[config.mk]
export PLATFORM = sky130hd
export DESIGN_NAME = id_ex_stage
export DESIGN_NICKNAME = d
export VERILOG_FILES = /design/src/rtl/id_ex_stage.sv
export SDC_FILE = /design/constraint.sdc
export NUM_CORES = 1
export LEC_CHECK = 0
export CAP_MARGIN = 40
export CORE_MARGIN = 8
export CORE_UTILIZATION = 33
export DETAILED_ROUTE_END_ITERATION = 10
export GPL_TIMING_DRIVEN = 0
export PLACE_DENSITY = 0.8
export REMOVE_ABC_BUFFERS = 1
export SLEW_MARGIN = 5
export SYNTH_ARGS = -nofsm -noshare
export SYNTH_HDL_FRONTEND = slang
export SYNTH_SLANG_ARGS = --single-unit
[constraint.sdc]
create_clock -name clk -period 1.8 [get_ports clk]
set_input_delay 0.36 -clock clk [delete_from_list [all_inputs] [get_ports clk]]
set_output_delay 0.36 -clock clk [all_outputs]
set_load 0.05 [all_outputs]
[src/rtl/id_ex_stage.sv]
// id_ex_stage: ID/EX pipeline register with load-use hazard detection,
// branch flush generation and registered forwarding selection.
//
// Optional feature: define ID_EX_PERF_EN to build saturating 16-bit stall and
// flush performance counters. Without it the counter ports are tied to zero
// and no counter flops exist.
//
// Ports:
//   clk, rst_n                       clock, asynchronous active-low reset
//   id_* controls/data/fields        decode-stage instruction fields
//   id_rs_src, id_rt_src             decode instruction reads rs / rt
//   id_PCWre                         branch taken in ID
//   mem_wr_reg, mem_targReg          MEM-stage write enable / destination
//   wb_wr_reg, wb_targReg, write_data  register-file write-back port
//   ex_*                             registered EX-stage copies of id_*
//   ex_fwdA, ex_fwdB                 operand source select (00 rf, 01 EX/MEM,
//                                    10 MEM/WB, 11 ex_wb_bypass)
//   ex_wb_bypass                     last captured write-back data
//   stall, ifid_flush                combinational hazard controls
//   stall_cnt, flush_cnt             performance counters
module id_ex_stage (
    input  logic        clk,
    input  logic        rst_n,
    input  logic        id_if_wr_reg,
    input  logic        id_isLW,
    input  logic        id_ALUSrcB,
    input  logic        id_ALUM2Reg,
    input  logic        id_DataMemRW,
    input  logic [2:0]  id_ALUOp,
    input  logic [31:0] id_readData1,
    input  logic [31:0] id_readData2,
    input  logic [31:0] id_immediate_32,
    input  logic [4:0]  id_rs,
    input  logic [4:0]  id_rt,
    input  logic [4:0]  id_targReg,
    input  logic        id_rs_src,
    input  logic        id_rt_src,
    input  logic        id_PCWre,
    input  logic        mem_wr_reg,
    input  logic [4:0]  mem_targReg,
    input  logic        wb_wr_reg,
    input  logic [4:0]  wb_targReg,
    input  logic [31:0] write_data,
    output logic        ex_if_wr_reg,
    output logic        ex_isLW,
    output logic        ex_ALUSrcB,
    output logic        ex_ALUM2Reg,
    output logic        ex_DataMemRW,
    output logic [2:0]  ex_ALUOp,
    output logic [31:0] ex_readData1,
    output logic [31:0] ex_readData2,
    output logic [31:0] ex_immediate_32,
    output logic [4:0]  ex_targReg,
    output logic [1:0]  ex_fwdA,
    output logic [1:0]  ex_fwdB,
    output logic [31:0] ex_wb_bypass,
    output logic        stall,
    output logic        ifid_flush,
    output logic [15:0] stall_cnt,
    output logic [15:0] flush_cnt
);

    localparam int unsigned REG_W = 5;
    localparam int unsigned CNT_W = 16;

    localparam logic [1:0] FWD_RF  = 2'b00;
    localparam logic [1:0] FWD_EX  = 2'b01;
    localparam logic [1:0] FWD_MEM = 2'b10;
    localparam logic [1:0] FWD_WB  = 2'b11;

    logic       load_use;
    logic [1:0] fwd_a_nxt;
    logic [1:0] fwd_b_nxt;

    // Forwarding source for one operand; register 0 and unread operands never forward.
    function automatic logic [1:0] fwd_sel(
        input logic             src,
        input logic [REG_W-1:0] r,
        input logic             ex_wr,
        input logic             ex_lw,
        input logic [REG_W-1:0] ex_rd,
        input logic             mem_wr,
        input logic [REG_W-1:0] mem_rd,
        input logic             wb_wr,
        input logic [REG_W-1:0] wb_rd
    );
        logic [1:0] sel;
        sel = FWD_RF;
        if (src && (r != REG_W'(0))) begin
            if (ex_wr && !ex_lw && (ex_rd == r))
                sel = FWD_EX;
            else if (mem_wr && (mem_rd == r))
                sel = FWD_MEM;
            else if (wb_wr && (wb_rd == r))
                sel = FWD_WB;
        end
        return sel;
    endfunction

    // Load-use hazard against the instruction currently in EX.
    always_comb begin
        load_use = ex_isLW && ex_if_wr_reg && (ex_targReg != REG_W'(0)) &&
                   ((id_rs_src && (id_rs == ex_targReg)) ||
                    (id_rt_src && (id_rt == ex_targReg)));
    end

    assign stall      = load_use;
    // A taken branch waiting on a stalled load is re-evaluated next cycle.
    assign ifid_flush = id_PCWre && !load_use;

    always_comb begin
        fwd_a_nxt = fwd_sel(id_rs_src, id_rs, ex_if_wr_reg, ex_isLW, ex_targReg,
                            mem_wr_reg, mem_targReg, wb_wr_reg, wb_targReg);
        fwd_b_nxt = fwd_sel(id_rt_src, id_rt, ex_if_wr_reg, ex_isLW, ex_targReg,
                            mem_wr_reg, mem_targReg, wb_wr_reg, wb_targReg);
    end

    // ID/EX pipeline register; a stall inserts an all-zero bubble.
    always_ff @(posedge clk or negedge rst_n) begin
        if (!rst_n) begin
            ex_if_wr_reg    <= 1'b0;
            ex_isLW         <= 1'b0;
            ex_ALUSrcB      <= 1'b0;
            ex_ALUM2Reg     <= 1'b0;
            ex_DataMemRW    <= 1'b0;
            ex_ALUOp        <= '0;
            ex_readData1    <= '0;
            ex_readData2    <= '0;
            ex_immediate_32 <= '0;
            ex_targReg      <= '0;
            ex_fwdA         <= FWD_RF;
            ex_fwdB         <= FWD_RF;
        end else if (load_use) begin
            ex_if_wr_reg    <= 1'b0;
            ex_isLW         <= 1'b0;
            ex_ALUSrcB      <= 1'b0;
            ex_ALUM2Reg     <= 1'b0;
            ex_DataMemRW    <= 1'b0;
            ex_ALUOp        <= '0;
            ex_readData1    <= '0;
            ex_readData2    <= '0;
            ex_immediate_32 <= '0;
            ex_targReg      <= '0;
            ex_fwdA         <= FWD_RF;
            ex_fwdB         <= FWD_RF;
        end else begin
            ex_if_wr_reg    <= id_if_wr_reg;
            ex_isLW         <= id_isLW;
            ex_ALUSrcB      <= id_ALUSrcB;
            ex_ALUM2Reg     <= id_ALUM2Reg;
            ex_DataMemRW    <= id_DataMemRW;
            ex_ALUOp        <= id_ALUOp;
            ex_readData1    <= id_readData1;
            ex_readData2    <= id_readData2;
            ex_immediate_32 <= id_immediate_32;
            ex_targReg      <= id_targReg;
            ex_fwdA         <= fwd_a_nxt;
            ex_fwdB         <= fwd_b_nxt;
        end
    end

    // Write-back data capture, independent of stalls so code 11 always sees
    // the value written alongside the forwarding decision.
    always_ff @(posedge clk or negedge rst_n) begin
        if (!rst_n)
            ex_wb_bypass <= '0;
        else if (wb_wr_reg)
            ex_wb_bypass <= write_data;
    end

`ifdef ID_EX_PERF_EN
    logic [CNT_W-1:0] stall_cnt_q;
    logic [CNT_W-1:0] flush_cnt_q;

    // Saturating event counters.
    always_ff @(posedge clk or negedge rst_n) begin
        if (!rst_n) begin
            stall_cnt_q <= '0;
            flush_cnt_q <= '0;
        end else begin
            if (load_use && (stall_cnt_q != '1))
                stall_cnt_q <= stall_cnt_q + CNT_W'(1);
            if (ifid_flush && (flush_cnt_q != '1))
                flush_cnt_q <= flush_cnt_q + CNT_W'(1);
        end
    end

    assign stall_cnt = stall_cnt_q;
    assign flush_cnt = flush_cnt_q;
`else
    assign stall_cnt = CNT_W'(0);
    assign flush_cnt = CNT_W'(0);
`endif

endmodule

==> results of run 1 <==
## cell usage after synthesis
library cell,instances
nor4_1,4
nor4b_1,1
or4_1,4
o21ai_0,2
buf_4,32
o41a_2,1
nor3_1,3
nor2_1,1
nor4_2,2
and2_1,110
mux2_2,32
conb_1,1
nand2_1,2
xor2_1,17
nand2b_1,1
nand4_1,2
inv_4,1
dfrtp_1,145
buf_6,1
clkbuf_2,9
a21oi_1,2
xnor2_1,13
a31oi_1,2
clkbuf_1,6
nand3_1,3
and3_1,2
## area by class of cell
class,count,area [um2],share of cell area (%)
clock inverters,13,140,1.47
flip-flops and latches,145,3630,38.2
well taps,220,275,2.89
inverters,1,16.3,0.171
multi-input cells,238,1740,18.3
clock buffers,17,425,4.47
repair buffers,337,3290,34.5
## logic make-up after synthesis
| logic type | share of synthesized area, % |
|---|---|
| simple gates | 15.5 |
| other cells | 0.0685 |
| compound gates | 0.823 |
| xor+xnor | 4.80 |
| mux | 6.58 |
| buf+inv | 5.94 |
| flops | 66.3 |
## power breakdown
group          switching, mW  leakage [nW]  internal (mW)
Clock                   1.39         0.267           2.03
Combinational           1.30          2.31          0.714
Sequential            0.0760          1.70           3.47
Total                   2.76          4.28           6.21
## worst paths after layout
kind | endpoint | slack (ns)
worst max-delay path | stall | -0.73
worst min-delay path | ex_targReg[1] | 0.49
worst max register to register | ex_targReg[4] | -0.70
worst min register to register | ex_wb_bypass[29] | 0.50
max in group asynchronous | ex_readData2[22] | 0.49
min in group asynchronous | ex_wb_bypass[31] | 0.51
## repair_timing
| item | CTS | global route |
|---|---|---|
| setup endpoints to repair | 260 | 118 |
| hold endpoints to repair | 66 | 0 |
| setup buffers | 16 | 4 |
| hold buffers | 1 | 0 |
| cloned | 5 | 1 |
| pin swaps | 12 | 2 |
| resized for setup | 194 | 16 |
## metrics by stage
stage          std cells  total power [mW]  worst slack (ns)
2_1_floorplan        382              4.75             -1.22
3_3_place_gp         916              5.70             -5.39
3_5_place_dp         918              5.73             -1.78
4_1_cts              970              9.08            -0.727
5_1_grt              971              9.34            -0.805
6_report             971              8.97            -0.731
## layer usage
metal / wire, um / track usage, % / up-vias
met5: 9 / 0 / -
met4: 191 / 6.08 / 2
met3: 2680 / 9.94 / 18
met2: 9560 / 31.2 / 235
met1: 6780 / 18.1 / 1994
li1: - / - / 1910
## critical path, stage by stage (launching register included)
cell      delay (ns)
dfrtp_2         0.45
xnor2_2         0.17
nand4_1         0.12
or4_4           0.54
o41a_4          0.16
buf_16          0.15
clkinv_8        0.04
buf_12          0.12
==> run_results.csv, run 1 <==
group,metric,value,unit
setup_path,startpoint,"ex_targReg[3]",
finish,layout_commonest_cell,"clkdlybuf4s50_1",
routing,drc_errors,0,
finish,nets,908,
cts,clk_pin_slew,0.06,ns
routing,via_per_inst,4.28,
floorplan,dieArea,0.0210,mm2
timing,finalMaxSlewViolations,0,
synthesis,syn-cell-area,0.00548,mm2
setup_path,cp.required,1.44,ns
timing,setup-violations-final,115,
run_status,violations,"negative setup slack",
routing,wl_per_cell,19.8,um
finish,layout_common_cells,"160 x clkdlybuf4s50_1, 147 x dlygate4sd2_1, 142 x dfrtp_1",
routing,dr.pass1.iters,4,
finish,final.fill_count,1346,
run_status,status,"finished with violations",
floorplan,initial_core_util,33.4,%
synthesis,ys_top_cells_by_area,"dfrtp_1 66%, and2_1 13%, mux2_2 6.6%",
grt,antenna_found_initial,1,
timing,holdWs,0.494,ns
routing,num_vias,4159,
timing,period_share,141,%
grt,grt_pass1_wl,27.4,mm
setup_path,reg2reg_depth,10,
grt,grt_max_degree,80,
finish,diodes,0,
floorplan,num_rows,47,
worst_hold_path,hp-class,"in -> reg",
cts,cts-htree-levels,4,
setup_path,end_kind,"primary output",
finish,utilization,58.0,%
placement,place_area,0.00874,mm2
floorplan,die_w,145,um
grt,grt_usage,18.1,%
placement,place_congestion,0.843,
pwr,p_per_area,943,mW/mm2
pwr,leakage,4.28,nW
cts,clockBufferDepth,2,
routing,detail-route-antenna-nets,0,
timing,rsz0062_at_grt,"true",
synthesis,seq_area_frac_synth,66.3,%
routing,drt_wl_total,19.2,mm
cts,cts_tree,"done",
placement,dp_hpwl,13.7,mm
run,maxCapViolCount,0,
cts,cts_root_buffer,"clkbuf_16",
setup_path,startpoint_type,"flop",
grt,grt_pass1_vias,4684,
finish,drive_above_1_share,14.8,%
timing,relSlewSlack,49.5,%
worst_hold_path,hold_depth,2,
timing,finalSetupTns,-40.24,ns
finish,area_delta_synth_final,73.8,%
finish,design_area,0.00952,mm2
synthesis,syn_area_per_cell,13.7,um2
floorplan,die_y,145,um
setup_path,crit_fanout,4,
timing,worstMarginPinSlew,0.757,ns
timing,fin_worst_skew,0.0102,ns
timing,layout_min_cycle_time,2.53,ns
placement,port-buffer-count,314,
setup_path,arrival,2.17,ns
cts,cts_buffers,17,
floorplan,coreArea,0.0164,mm2
setup_path,worstSetupPathType,"reg -> out",
timing,fin_ws,-0.731,ns
synthesis,synth_top_area_cell,"dfrtp_1",
routing,drtIter0Drc,126,
synthesis,netlist_instances,399,
setup_path,r2r_start,"ex_targReg[3]",
cts,worst_skew_pair.late_latency,0.41,ns
timing,fmax,395,MHz
synthesis,ys_types,26,
timing,report.final.hold_viol_count,0,
grt,grt_overflow,0,
pwr,ir_drop,0.000576,V
synthesis,ys_ff_latch,145,
floorplan,ios,347,
synthesis,synth_top_area_share,66.3,%
synthesis,yosys_warnings,0,
worst_hold_path,min_from,"id_targReg[1]",
cts,cts.sinks,145,
Power figures use the tool's default switching activity.
==> run 2, diff against run 1 <==
SLEW_MARGIN = 20   (was 5)
==> run 2 against run 1 <==
  * Hold slack got worse by 0.024 ns
  * Critical path depth did not move
  * Fmax fell by 0.95%
  * Critical path type unchanged
  * Non-clock buffer count fell by 2
  * Sequential share of layout area fell by 0.69 points
  * Wire length barely moved
  * Count of clock-buffer cells in the layout rose by 2
  * Combinational power barely moved
  * Critical endpoint unchanged
  * The run still ends with negative setup slack left
  * Global-route usage fell by 0.15 points
==> run_results.csv, run 2 (synthesized netlist as in run 1, its figures left out) <==
group,metric,value,unit
setup_path,slowest_stage,"or4_4",
grt,grt_max_degree,80,
run_status,status,"finished with violations",
floorplan,coreArea,0.0164,mm2
setup_path,crit_top_cell,"or4_4",
routing,wl_per_cell,19.7,um
run,maxCapViolCount,0,
finish,area_delta_synth_final,76.9,%
setup_path,cp.required,1.44,ns
timing,period_share,142,%
pwr,ir_drop,0.000582,V
setup_path,arrival,2.20,ns
pwr,leakage,4.50,nW
grt,grt_pass1_vias,4666,
grt,grt_overflow,0,
setup_path,crit_family,"simple AND/OR/NAND/NOR gates",
cts,clk_pin_slew,0.06,ns
finish,drive_above_1_share,15.8,%
setup_path,slowest_delay,0.57,ns
finish,nets,906,
routing,drt_wl_total,19.2,mm
finish,layout_common_cells,"160 x clkdlybuf4s50_1, 143 x dfrtp_1, 127 x dlygate4sd2_1",
timing,rsz0062_at_grt,"true",
setup_path,r2r_setup_slack,-0.37,ns
placement,dp_hpwl,13.7,mm
run_status,violations,"negative setup slack",
finish,final.fill_count,1321,
timing,fmax,391,MHz
floorplan,num_rows,47,
routing,num_vias,4161,
setup_path,reg2reg_depth,6,
setup_path,cp.depth,7,
setup_path,startpoint_type,"flop",
timing,relSlewSlack,54.5,%
setup_path,worstSetupPathType,"reg -> out",
floorplan,die_w,145,um
floorplan,initial_core_util,33.4,%
routing,drc_errors,0,
timing,fin_worst_skew,0.0146,ns
pwr,totalPowerFinal,9.24,mW
timing,layout_min_cycle_time,2.56,ns
setup_path,cp_cell_sequence,"or4_4 -> nor2_4 -> or4_4 -> o41a_4 -> buf_16 -> inv_8 -> buf_12",
placement,place_inst,919,
grt,antenna_found_initial,2,
floorplan,ios,347,
routing,detail-route-antenna-nets,0,
worst_hold_path,hp-class,"in -> reg",
cts,cts_buffers,17,
timing,setup-violations-final,115,
finish,final_cells,973,
routing,dr.pass1.iters,4,
timing,finalMaxSlewViolations,0,
placement,place_area,0.00877,mm2
timing,report.final.hold_viol_count,0,
finish,design_area,0.00969,mm2
grt,grt_pass1_wl,27.3,mm
finish,seq_area,0.00363,mm2
cts,cts_root_buffer,"clkbuf_16",
floorplan,die_y,145,um
routing,via_per_inst,4.28,
grt,grt_usage,17.9,%
setup_path,end_kind,"primary output",
placement,place_congestion,0.843,
timing,fin_ws,-0.755,ns
cts,clockBufferDepth,2,
finish,layout_commonest_cell,"clkdlybuf4s50_1",
pwr,p_per_area,954,mW/mm2
cts,worst_skew_pair.late_latency,0.42,ns
setup_path,path_buf_inv,3,
floorplan,dieArea,0.0210,mm2
placement,port-buffer-count,314,
finish,multi_input_area,0.00177,mm2
placement,post-place-ws,-1.79,ns
setup_path,crit_fanout,4,
routing,drtIter0Drc,130,
timing,worstMarginPinSlew,0.675,ns
worst_hold_path,hold_depth,3,
cts,cts_tree,"done",
cts,cts.sinks,145,
cts,cts-htree-levels,4,
[run 2: final timing paths]
kind	startpoint	endpoint
worst min register to register	ex_wb_bypass[11]	ex_wb_bypass[11]
worst min-delay path	wb_wr_reg	ex_wb_bypass[14]
max in group asynchronous	rst_n	ex_immediate_32[2]
worst max-delay path	ex_targReg[0]	stall
min in group asynchronous	rst_n	ex_wb_bypass[31]
worst max register to register	ex_targReg[3]	ex_readData1[15]
[run 2: worst min-delay path, cell delays in order]
cell and delay (ns):
buf_2 0.10, buf_12 0.20, mux2_2 0.18
[run 2: final cells by class]
type | count | area share, %
multi-input combinational | 238 | 18.3
timing repair buffer | 335 | 34.9
antenna | 2 | 0.0517
tap | 220 | 2.84
sequential | 145 | 37.5
clock buffer | 19 | 4.57
clock inverter | 13 | 1.78
inverter | 1 | 0.116
[run 2: metal layers]
| metal | wire length [um] | up-vias | global-route usage (%) |
|---|---|---|---|
| met5 | 12 | - | 0 |
| li1 | - | 1915 | - |
| met2 | 9550 | 238 | 30.7 |
| met1 | 6860 | 1992 | 18.2 |
| met3 | 2640 | 14 | 10.1 |
| met4 | 140 | 2 | 5.70 |
[run 2: metrics by stage]
| stage | hold slack, ns | utilization (%) | TNS [ns] |
|---|---|---|---|
| detailed placement | 0.345 | 53.4 | -84.21 |
| global placement | 0.488 | 53.0 | -933.14 |
| CTS | 0.457 | 58.2 | -32.90 |
| floorplan | 0.0644 | - | -71.26 |
| global route | 0.478 | 59.0 | -38.38 |
| finish | 0.471 | 59.0 | -31.22 |
[run 2: power breakdown]
part	internal [mW]	switching (mW)
logic	0.741	1.30
clock network	2.24	1.41
registers	3.47	0.0760
total	6.45	2.79
[run 2: repair_timing]
item / in CTS / in global routing
setup endpoints to repair: 260 / 138
cloned: 5 / 1
endpoints found under the hold margin: 66 / 0
setup buffers: 12 / 1
hold buffers: 1 / 0
resized for setup: 170 / 45
pin swaps: 8 / 7
